$ cat src/rtl/afu_mmio_fifo_pkg.sv
// Shared definitions for the MMIO FIFO bank AFU.
// Contains the register map, STAT/control bit positions, the STAT word
// layout and a minimal stand-in for the CCI-P interface types. The stand-in
// carries only the fields this AFU touches, at the platform's field names.
// No ports.

`ifndef AFU_ACCEL_UUID
`define AFU_ACCEL_UUID 128'hC000_C966_0D82_4272_9AEF_FE5F_8406_8000
`endif

package afu_mmio_fifo_pkg;

    // Register map (32-bit-word MMIO addresses, 64-bit registers)
    localparam logic [15:0] DFH_ADDR      = 16'h0000;
    localparam logic [15:0] AFU_ID_L_ADDR = 16'h0002;
    localparam logic [15:0] AFU_ID_H_ADDR = 16'h0004;
    localparam logic [15:0] CH_BASE_ADDR  = 16'h0020;
    localparam int          CH_STRIDE     = 4;

    // DFH: type AFU in [63:60], end-of-list in bit 40
    localparam logic [63:0] DFH_VALUE = 64'h1000_0100_0000_0000;

    // STAT read bit positions
    localparam int STAT_EMPTY   = 0;
    localparam int STAT_FULL    = 1;
    localparam int STAT_OVF     = 2;
    localparam int STAT_UDF     = 3;
    localparam int STAT_CNT_LSB = 8;

    // STAT write control bit positions
    localparam int CTL_FLUSH = 0;
    localparam int CTL_CLR   = 1;

    typedef struct packed {
        logic [47:0] rsvdHi;
        logic [7:0]  count;
        logic [3:0]  rsvdLo;
        logic        udf;
        logic        ovf;
        logic        full;
        logic        empty;
    } t_stat;

    // CCI-P subset
    typedef logic [8:0] t_ccip_tid;

    typedef struct packed {
        logic [15:0] address;
        logic [1:0]  length;
        logic        rsvd;
        t_ccip_tid   tid;
    } t_ccip_c0_ReqMmioHdr;

    typedef logic [27:0] t_ccip_c0_RspMemHdr;

    typedef struct packed {
        t_ccip_c0_RspMemHdr hdr;
        logic [511:0]       data;
        logic               rspValid;
        logic               mmioRdValid;
        logic               mmioWrValid;
    } t_if_ccip_c0_Rx;

    typedef struct packed {
        logic           c0TxAlmFull;
        logic           c1TxAlmFull;
        t_if_ccip_c0_Rx c0;
    } t_if_ccip_Rx;

    typedef struct packed {
        logic [73:0] hdr;
        logic        valid;
    } t_if_ccip_c0_Tx;

    typedef struct packed {
        logic [79:0]  hdr;
        logic [511:0] data;
        logic         valid;
    } t_if_ccip_c1_Tx;

    typedef struct packed {
        t_ccip_tid tid;
    } t_ccip_c2_RspMmioHdr;

    typedef struct packed {
        t_ccip_c2_RspMmioHdr hdr;
        logic                mmioRdValid;
        logic [63:0]         data;
    } t_if_ccip_c2_Tx;

    typedef struct packed {
        t_if_ccip_c0_Tx c0;
        t_if_ccip_c1_Tx c1;
        t_if_ccip_c2_Tx c2;
    } t_if_ccip_Tx;

    // Builds the STAT register word from a channel's status
    function automatic t_stat packStat(input logic [7:0] count, input logic udf,
                                       input logic ovf, input logic full,
                                       input logic empty);
        logic [63:0] w;
        w = '0;
        w[STAT_CNT_LSB +: 8] = count;
        w[STAT_UDF]          = udf;
        w[STAT_OVF]          = ovf;
        w[STAT_FULL]         = full;
        w[STAT_EMPTY]        = empty;
        return t_stat'(w);
    endfunction

endpackage

$ cat src/rtl/afu_mmio_fifo_bank_chan.sv
// One FIFO channel of the MMIO FIFO bank.
// Ports: clk/rst; push_i/pop_i/flush_i/clr_i one-cycle commands (at most one
// of push/pop per cycle); din_i push data; dout_o combinational head entry;
// count_o/full_o/empty_o occupancy; ovf_o/udf_o sticky error flags.

module mmio_fifo_chan #(
    parameter int DEPTH = 8,
    parameter int WIDTH = 64
) (
    input  logic                       clk,
    input  logic                       rst,
    input  logic                       push_i,
    input  logic                       pop_i,
    input  logic                       flush_i,
    input  logic                       clr_i,
    input  logic [WIDTH-1:0]           din_i,
    output logic [WIDTH-1:0]           dout_o,
    output logic [$clog2(DEPTH):0]     count_o,
    output logic                       full_o,
    output logic                       empty_o,
    output logic                       ovf_o,
    output logic                       udf_o
);

    localparam int AW = $clog2(DEPTH);

    logic [WIDTH-1:0] mem_q [DEPTH];
    logic [AW-1:0]    wrPtr_q, wrPtr_d, rdPtr_q, rdPtr_d;
    logic [AW:0]      count_q, count_d;
    logic             ovf_q, ovf_d, udf_q, udf_d;
    logic             memWe;

    assign full_o  = (count_q == (AW+1)'(DEPTH));
    assign empty_o = (count_q == '0);
    assign count_o = count_q;
    assign ovf_o   = ovf_q;
    assign udf_o   = udf_q;
    assign dout_o  = mem_q[rdPtr_q];
    assign memWe   = push_i & ~full_o & ~flush_i;

    always_ff @(posedge clk or posedge rst) begin
        if (rst) begin
            wrPtr_q <= '0;
            rdPtr_q <= '0;
            count_q <= '0;
            ovf_q   <= 1'b0;
            udf_q   <= 1'b0;
        end else begin
            wrPtr_q <= wrPtr_d;
            rdPtr_q <= rdPtr_d;
            count_q <= count_d;
            ovf_q   <= ovf_d;
            udf_q   <= udf_d;
        end
    end

    // Storage is not reset: contents behind an empty FIFO are don't-care
    always_ff @(posedge clk) begin
        if (memWe) begin
            mem_q[wrPtr_q] <= din_i;
        end
    end

    // Overflowing pushes and underflowing pops leave the pointers alone and
    // only raise their sticky flag; flush wins over a simultaneous push/pop.
    always_comb begin
        wrPtr_d = wrPtr_q;
        rdPtr_d = rdPtr_q;
        count_d = count_q;
        ovf_d   = ovf_q;
        udf_d   = udf_q;
        if (flush_i) begin
            wrPtr_d = '0;
            rdPtr_d = '0;
            count_d = '0;
        end else if (push_i) begin
            if (full_o) begin
                ovf_d = 1'b1;
            end else begin
                wrPtr_d = wrPtr_q + AW'(1);
                count_d = count_q + (AW+1)'(1);
            end
        end else if (pop_i) begin
            if (empty_o) begin
                udf_d = 1'b1;
            end else begin
                rdPtr_d = rdPtr_q + AW'(1);
                count_d = count_q - (AW+1)'(1);
            end
        end
        if (clr_i) begin
            ovf_d = 1'b0;
            udf_d = 1'b0;
        end
    end

endmodule

$ cat src/rtl/afu_mmio_fifo_bank.sv
// CCI-P MMIO AFU exposing NUM_CH independent FIFOs plus the DFH/AFU_ID block.
// Ports: clk, rst (async, active-high); rx CCI-P receive (c0 MMIO read/write
// requests); tx CCI-P transmit (c2 MMIO read responses, c0/c1 held at 0).

module afu_mmio_fifo_bank
    import afu_mmio_fifo_pkg::*;
#(
    parameter int           NUM_CH = 4,
    parameter int           DEPTH  = 8,
    parameter int           WIDTH  = 64,
    parameter logic [127:0] AFU_ID = `AFU_ACCEL_UUID
) (
    input  logic        clk,
    input  logic        rst,
    input  t_if_ccip_Rx rx,
    output t_if_ccip_Tx tx
);

    localparam int AW = $clog2(DEPTH);

    t_ccip_c0_ReqMmioHdr reqHdr;
    logic                rdReq, wrReq, isStat;
    logic [NUM_CH-1:0]   chSel;
    logic [NUM_CH-1:0]   push, pop, flush, clr, full, empty, ovf, udf;
    logic [WIDTH-1:0]    chDout [NUM_CH];
    logic [AW:0]         chCount [NUM_CH];
    logic                rspValid_q;
    t_ccip_tid           rspTid_q;
    logic [63:0]         rspData_q, rspData_d;
    logic                unusedBits;

    assign reqHdr     = t_ccip_c0_ReqMmioHdr'(rx.c0.hdr);
    assign unusedBits = ^{rx, reqHdr.length, reqHdr.rsvd};

    // The header is shared, so a read presented together with a write wins
    assign rdReq = rx.c0.mmioRdValid;
    assign wrReq = rx.c0.mmioWrValid & ~rx.c0.mmioRdValid;

    // Channel decode: one-hot channel select, isStat marks the STAT slot
    always_comb begin
        chSel  = '0;
        isStat = 1'b0;
        for (int c = 0; c < NUM_CH; c++) begin
            if (reqHdr.address == CH_BASE_ADDR + 16'(CH_STRIDE * c)) begin
                chSel[c] = 1'b1;
            end
            if (reqHdr.address == CH_BASE_ADDR + 16'(CH_STRIDE * c + 2)) begin
                chSel[c] = 1'b1;
                isStat   = 1'b1;
            end
        end
    end

    for (genvar c = 0; c < NUM_CH; c++) begin : gChan
        assign push[c]  = wrReq & chSel[c] & ~isStat;
        assign pop[c]   = rdReq & chSel[c] & ~isStat;
        assign flush[c] = wrReq & chSel[c] & isStat & rx.c0.data[CTL_FLUSH];
        assign clr[c]   = wrReq & chSel[c] & isStat & rx.c0.data[CTL_CLR];

        mmio_fifo_chan #(
            .DEPTH (DEPTH),
            .WIDTH (WIDTH)
        ) uChan (
            .clk     (clk),
            .rst     (rst),
            .push_i  (push[c]),
            .pop_i   (pop[c]),
            .flush_i (flush[c]),
            .clr_i   (clr[c]),
            .din_i   (rx.c0.data[WIDTH-1:0]),
            .dout_o  (chDout[c]),
            .count_o (chCount[c]),
            .full_o  (full[c]),
            .empty_o (empty[c]),
            .ovf_o   (ovf[c]),
            .udf_o   (udf[c])
        );
    end

    // Response mux; an empty DATA read returns 0 rather than stale storage
    always_comb begin
        rspData_d = '0;
        if (reqHdr.address == DFH_ADDR) begin
            rspData_d = DFH_VALUE;
        end else if (reqHdr.address == AFU_ID_L_ADDR) begin
            rspData_d = AFU_ID[63:0];
        end else if (reqHdr.address == AFU_ID_H_ADDR) begin
            rspData_d = AFU_ID[127:64];
        end
        for (int c = 0; c < NUM_CH; c++) begin
            if (chSel[c]) begin
                if (isStat) begin
                    rspData_d = packStat(8'(chCount[c]), udf[c], ovf[c], full[c], empty[c]);
                end else if (!empty[c]) begin
                    rspData_d = 64'(chDout[c]);
                end
            end
        end
    end

    // Response register: loads on the same edge the pop takes effect, so the
    // reply carries the pre-pop head.
    always_ff @(posedge clk or posedge rst) begin
        if (rst) begin
            rspValid_q <= 1'b0;
            rspTid_q   <= '0;
            rspData_q  <= '0;
        end else begin
            rspValid_q <= rdReq;
            if (rdReq) begin
                rspTid_q  <= reqHdr.tid;
                rspData_q <= rspData_d;
            end
        end
    end

    always_comb begin
        tx                = '0;
        tx.c2.mmioRdValid = rspValid_q;
        tx.c2.hdr.tid     = rspTid_q;
        tx.c2.data        = rspData_q;
    end

endmodule

$ cat config.mk
export PLATFORM = sky130hd
export DESIGN_NAME = afu_mmio_fifo_bank
export DESIGN_NICKNAME = d
export VERILOG_FILES = /design/src/rtl/afu_mmio_fifo_pkg.sv /design/src/rtl/afu_mmio_fifo_bank_chan.sv /design/src/rtl/afu_mmio_fifo_bank.sv
export SDC_FILE = /design/constraint.sdc
export NUM_CORES = 2
export LEC_CHECK = 0
export CAP_MARGIN = 20
export CORE_AREA = 2 2 506 508
export DETAILED_ROUTE_END_ITERATION = 7
export DIE_AREA = 0 0 508 510
export PLACE_DENSITY_LB_ADDON = 0.2
export SYNTH_ARGS = -nofsm -noshare
export SYNTH_HDL_FRONTEND = slang
export SYNTH_SLANG_ARGS = --single-unit
export TNS_END_PERCENT = 30
$ cat constraint.sdc
create_clock -name clk -period 12.13 [get_ports clk]
set_input_delay 1.8195 -clock clk [delete_from_list [all_inputs] [get_ports clk]]
set_output_delay 1.8195 -clock clk [all_outputs]
set_load 0.02 [all_outputs]
==> results by group <==
Setup path
  • Crit path kind: in -> reg
  • CP startpoint kind: primary input
  • Required time worst endpoint: 12,600 ps
  • CP top delay family: simple AND/OR/NAND/NOR gates
  • CP dominant cell by count: buf_4
  • Slowest CP cell: clkdlybuf4s50_1
  • Worst setup EP type: register
  • Worst path max stage delay: 880 ps
  • Count of buffer and inverter cells on the critical path: 4
  • CP max FO: 26
  • Critical path arrival: 6750 ps
  • Worst path cell trace: clkdlybuf4s50_1 -> nor4b_4 -> nand3_2 -> buf_4 -> nor4_1 -> nand2b_1 -> nor2_4 -> buf_4 -> buf_4

Die
  • Std-Cell Rows: 185
  • Die area: 259,100 µm²
  • I/O Pins: 1,289
  • Initial core utilization: 0.3547
  • Core area: 253,500 µm²
  • Die height: 510 µm
  • Chip Width: 508 µm

Global route
  • Gr ovfl total: 0
  • GRT Util Overall: 0.1899
  • First-pass GRT wire length: 345,900 µm
  • Antenna violations before repair: 36
  • Vias in the first global route: 43,552
  • Largest net degree at the start of global routing: 103

Min path
  • Worst hold path class: reg -> reg

Route
  • Total vias in the final route: 44,418
  • Remaining DRCs: 0
  • Number of routed nets with antenna violations: 0
  • DR vias/cell: 5.147
  • DR WL/cell: 29.09 µm
  • Final WL: 251,000 µm
  • First-iteration detailed-routing DRC count: 4,745
  • 1st-pass router iterations: 5

Timing
  • Final setup vio count: 0
  • Fin crit share: 0.5176
  • Relative slew slack: 0.2238
  • Skew final: 51.25 ps
  • Minimum clock period: 6278 ps
  • Final Slew Violations: 0
  • Worst-margin pin slew: 1164 ps
  • Achievable clock frequency: 159.3 MHz
  • Final setup TNS: 0 ps
  • Hold Vio Cnt, Final: 0
  • Unrepaired setup endpoints after global routing: no

Power
  • Maximum vdd drop: 148.8 µV
  • Leak Pwr: 32.09 nW
  • Psw: 0.003264 W
  • Power Density: 151.0 nW/µm²
  • Proportion of power drawn by flip-flops and latches: 0.535
  • Clock power frac: 0.435
  • Total power: 0.01533 W
  • Sw Share: 0.2129
  • Gate power share: 0.030
  • Internal Power: 0.01207 W

Synth
  • Yosys reg bits: 2,170
  • Cell Area, Synth: 89,900 µm²
  • Ys Warns: 0
  • Top_reg_cell synth: edfxtp_1
  • Post-synthesis average cell area: 18.99 µm²
  • Number of library cell types mapped by synthesis: 77
  • Async SR Flop Fraction: 0.05622
  • EDFF count, synth: 2,048
  • Register area share after synthesis: 0.7180
  • Post-Syn Instances: 4,735

Clock tree
  • Total CTS buffers: 220
  • CTS sink cnt: 2,170
  • Root buffer cell: clkbuf_16
  • H-tree depth: 4
  • Cts repair resizes: 0
  • Setup Buffers After CTS: 0
  • Clk buf depth: 3
  • Worst-path clk slew: 60 ps
  • Worst skew pair latency: 880 ps
  • CTS tree: yes
  • Hold_buf cts: 0

Job
  • Max-Cap Viols: 0

Layout
  • Area of the multi-input gates: 21,980 µm²
  • Fill cell count: 22,625
  • Reg area: 64,600 µm²
  • Commonest non-fill, non-tap cell in the layout: edfxtp_1
  • Share of cells above drive strength 1: 0.2130
  • Fin nets: 5,637
  • Synth-to-Final Area Change: 12.95%
  • Most frequent cells in the layout: edfxtp_1, conb_1, mux4_2

Placement
  • Gpl congestion: 0.8386
  • IO Port Bufs: 166
  • Detailed Place HPWL: 146,800 µm

Run status
  • Run status: completed
## state kept, by name, summed over array words and instances, names as in the netlist
name,flops
rspData_q,64
gChan.uChan.count_o,16
gChan.uChan.wrPtr_q,12
rspValid_q,1
gChan.uChan.mem_q,2048
gChan.uChan.udf_o,4
gChan.uChan.ovf_o,4
gChan.uChan.rdPtr_q,12
rspTid_q,9
## cell usage after synthesis (18+ instances only)
| master | instances | area share |
|---|---|---|
| a211oi_1 | 27 | 0.0023 |
| a21oi_1 | 98 | 0.0055 |
| a22oi_1 | 53 | 0.0044 |
| a32oi_1 | 18 | 0.0018 |
| buf_1 | 19 | 0.00079 |
| buf_2 | 100 | 0.0056 |
| buf_4 | 683 | 0.057 |
| clkbuf_1 | 85 | 0.0035 |
| dfrtp_1 | 122 | 0.034 |
| edfxtp_1 | 2048 | 0.68 |
| inv_1 | 27 | 0.0011 |
| mux2_2 | 64 | 0.0080 |
| mux2i_1 | 223 | 0.025 |
| mux4_2 | 494 | 0.12 |
| nand2_1 | 138 | 0.0058 |
| nand2b_1 | 23 | 0.0016 |
| nand3_1 | 27 | 0.0015 |
| nor2_1 | 96 | 0.0040 |
| nor2b_1 | 21 | 0.0015 |
| nor3_1 | 46 | 0.0026 |
| o21ai_0 | 96 | 0.0053 |
| o21ai_1 | 22 | 0.0012 |
| o22ai_1 | 28 | 0.0019 |
## cell families after synthesis
family                     after synthesis  synth area share
adders and majority gates               20          0.003117
buffers and inverters                  917           0.06836
DFF                                   2170            0.7180
and+or+nand+nor                        420           0.02367
AOI/OAI and AO/OA                      407           0.02834
other                                    1        0.00004171
xor gates and xnor gates                19          0.001851
muxes                                  781            0.1566
## stage by stage
step	cell area (µm²)	setup slack [ps]	utilization	hold slack, ps	cells
global placement	93560	4951	0.3691	498.8	8174
global route	101500	5608	0.4006	548.2	8626
detailed placement	93580	4988	0.3692	497.1	8175
finish	101500	5852	0.4006	520.3	8630
CTS	100600	5886	0.3970	520.5	8585
floorplan	92410	3994	-	462.2	5402
## cell type report
cell class                      count  share of cell area
Tap cell                         3366             0.04147
Antenna cell                        6           0.0001479
Timing Repair Buffer              335             0.03535
Multi-Input combinational cell   2315              0.2165
Sequential cell                  2170              0.6361
Inverter                           28            0.001084
Clock buffer                      310             0.05994
Clock inverter                    100            0.009401
## routing by layer
metal / track usage / routed length, µm
met5: 0 / 88
met4: 0.04672 / 5565
met3: 0.02979 / 15840
met2: 0.3075 / 120600
met1: 0.2688 / 108900
## power groups by stage
| stage | Sequential (W) | Clock (W) | Combinational, W |
|---|---|---|---|
| after global placement | 0.00837 | 0 | 0.000413 |
| after detailed placement | 0.00837 | 0 | 0.000422 |
| after floorplan | 0.00837 | 0 | 0.000386 |
| after global routing | 0.00820 | 0.00709 | 0.000495 |
| final | 0.00821 | 0.00666 | 0.000460 |
| after CTS | 0.00822 | 0.00681 | 0.000423 |
## worst register-to-register path: stages (launching register included)
cell and delay, ps:
dfrtp_4 850, buf_4 880, buf_4 840, mux4_2 630, mux2i_1 350, a22oi_1 110, o311ai_1 250, a21oi_1 160
## final timing paths
kind | start | to | slack [ps] | depth (start not counted)
worst min-delay path | rspTid_q[2]$_DFFE_PP0P_ | rspTid_q[2]$_DFFE_PP0P_ | 520 | 1
worst max register to register | gChan[0].uChan.rdPtr_q[1]$_DFFE_PP0P_ | rspData_q[18]$_DFFE_PP0P_ | 7910 | 7
worst min register to register | rspTid_q[2]$_DFFE_PP0P_ | rspTid_q[2]$_DFFE_PP0P_ | 520 | 1
worst max-delay path | rx[532] | gChan[2].uChan.mem_q[6][15]$_DFFE_PP_ | 5850 | 9
min in group asynchronous | rst | rspData_q[26]$_DFFE_PP0P_ | 1390 | 2
max in group asynchronous | rst | rspData_q[29]$_DFFE_PP0P_ | 9450 | 3
Power figures use the tool's default switching activity.
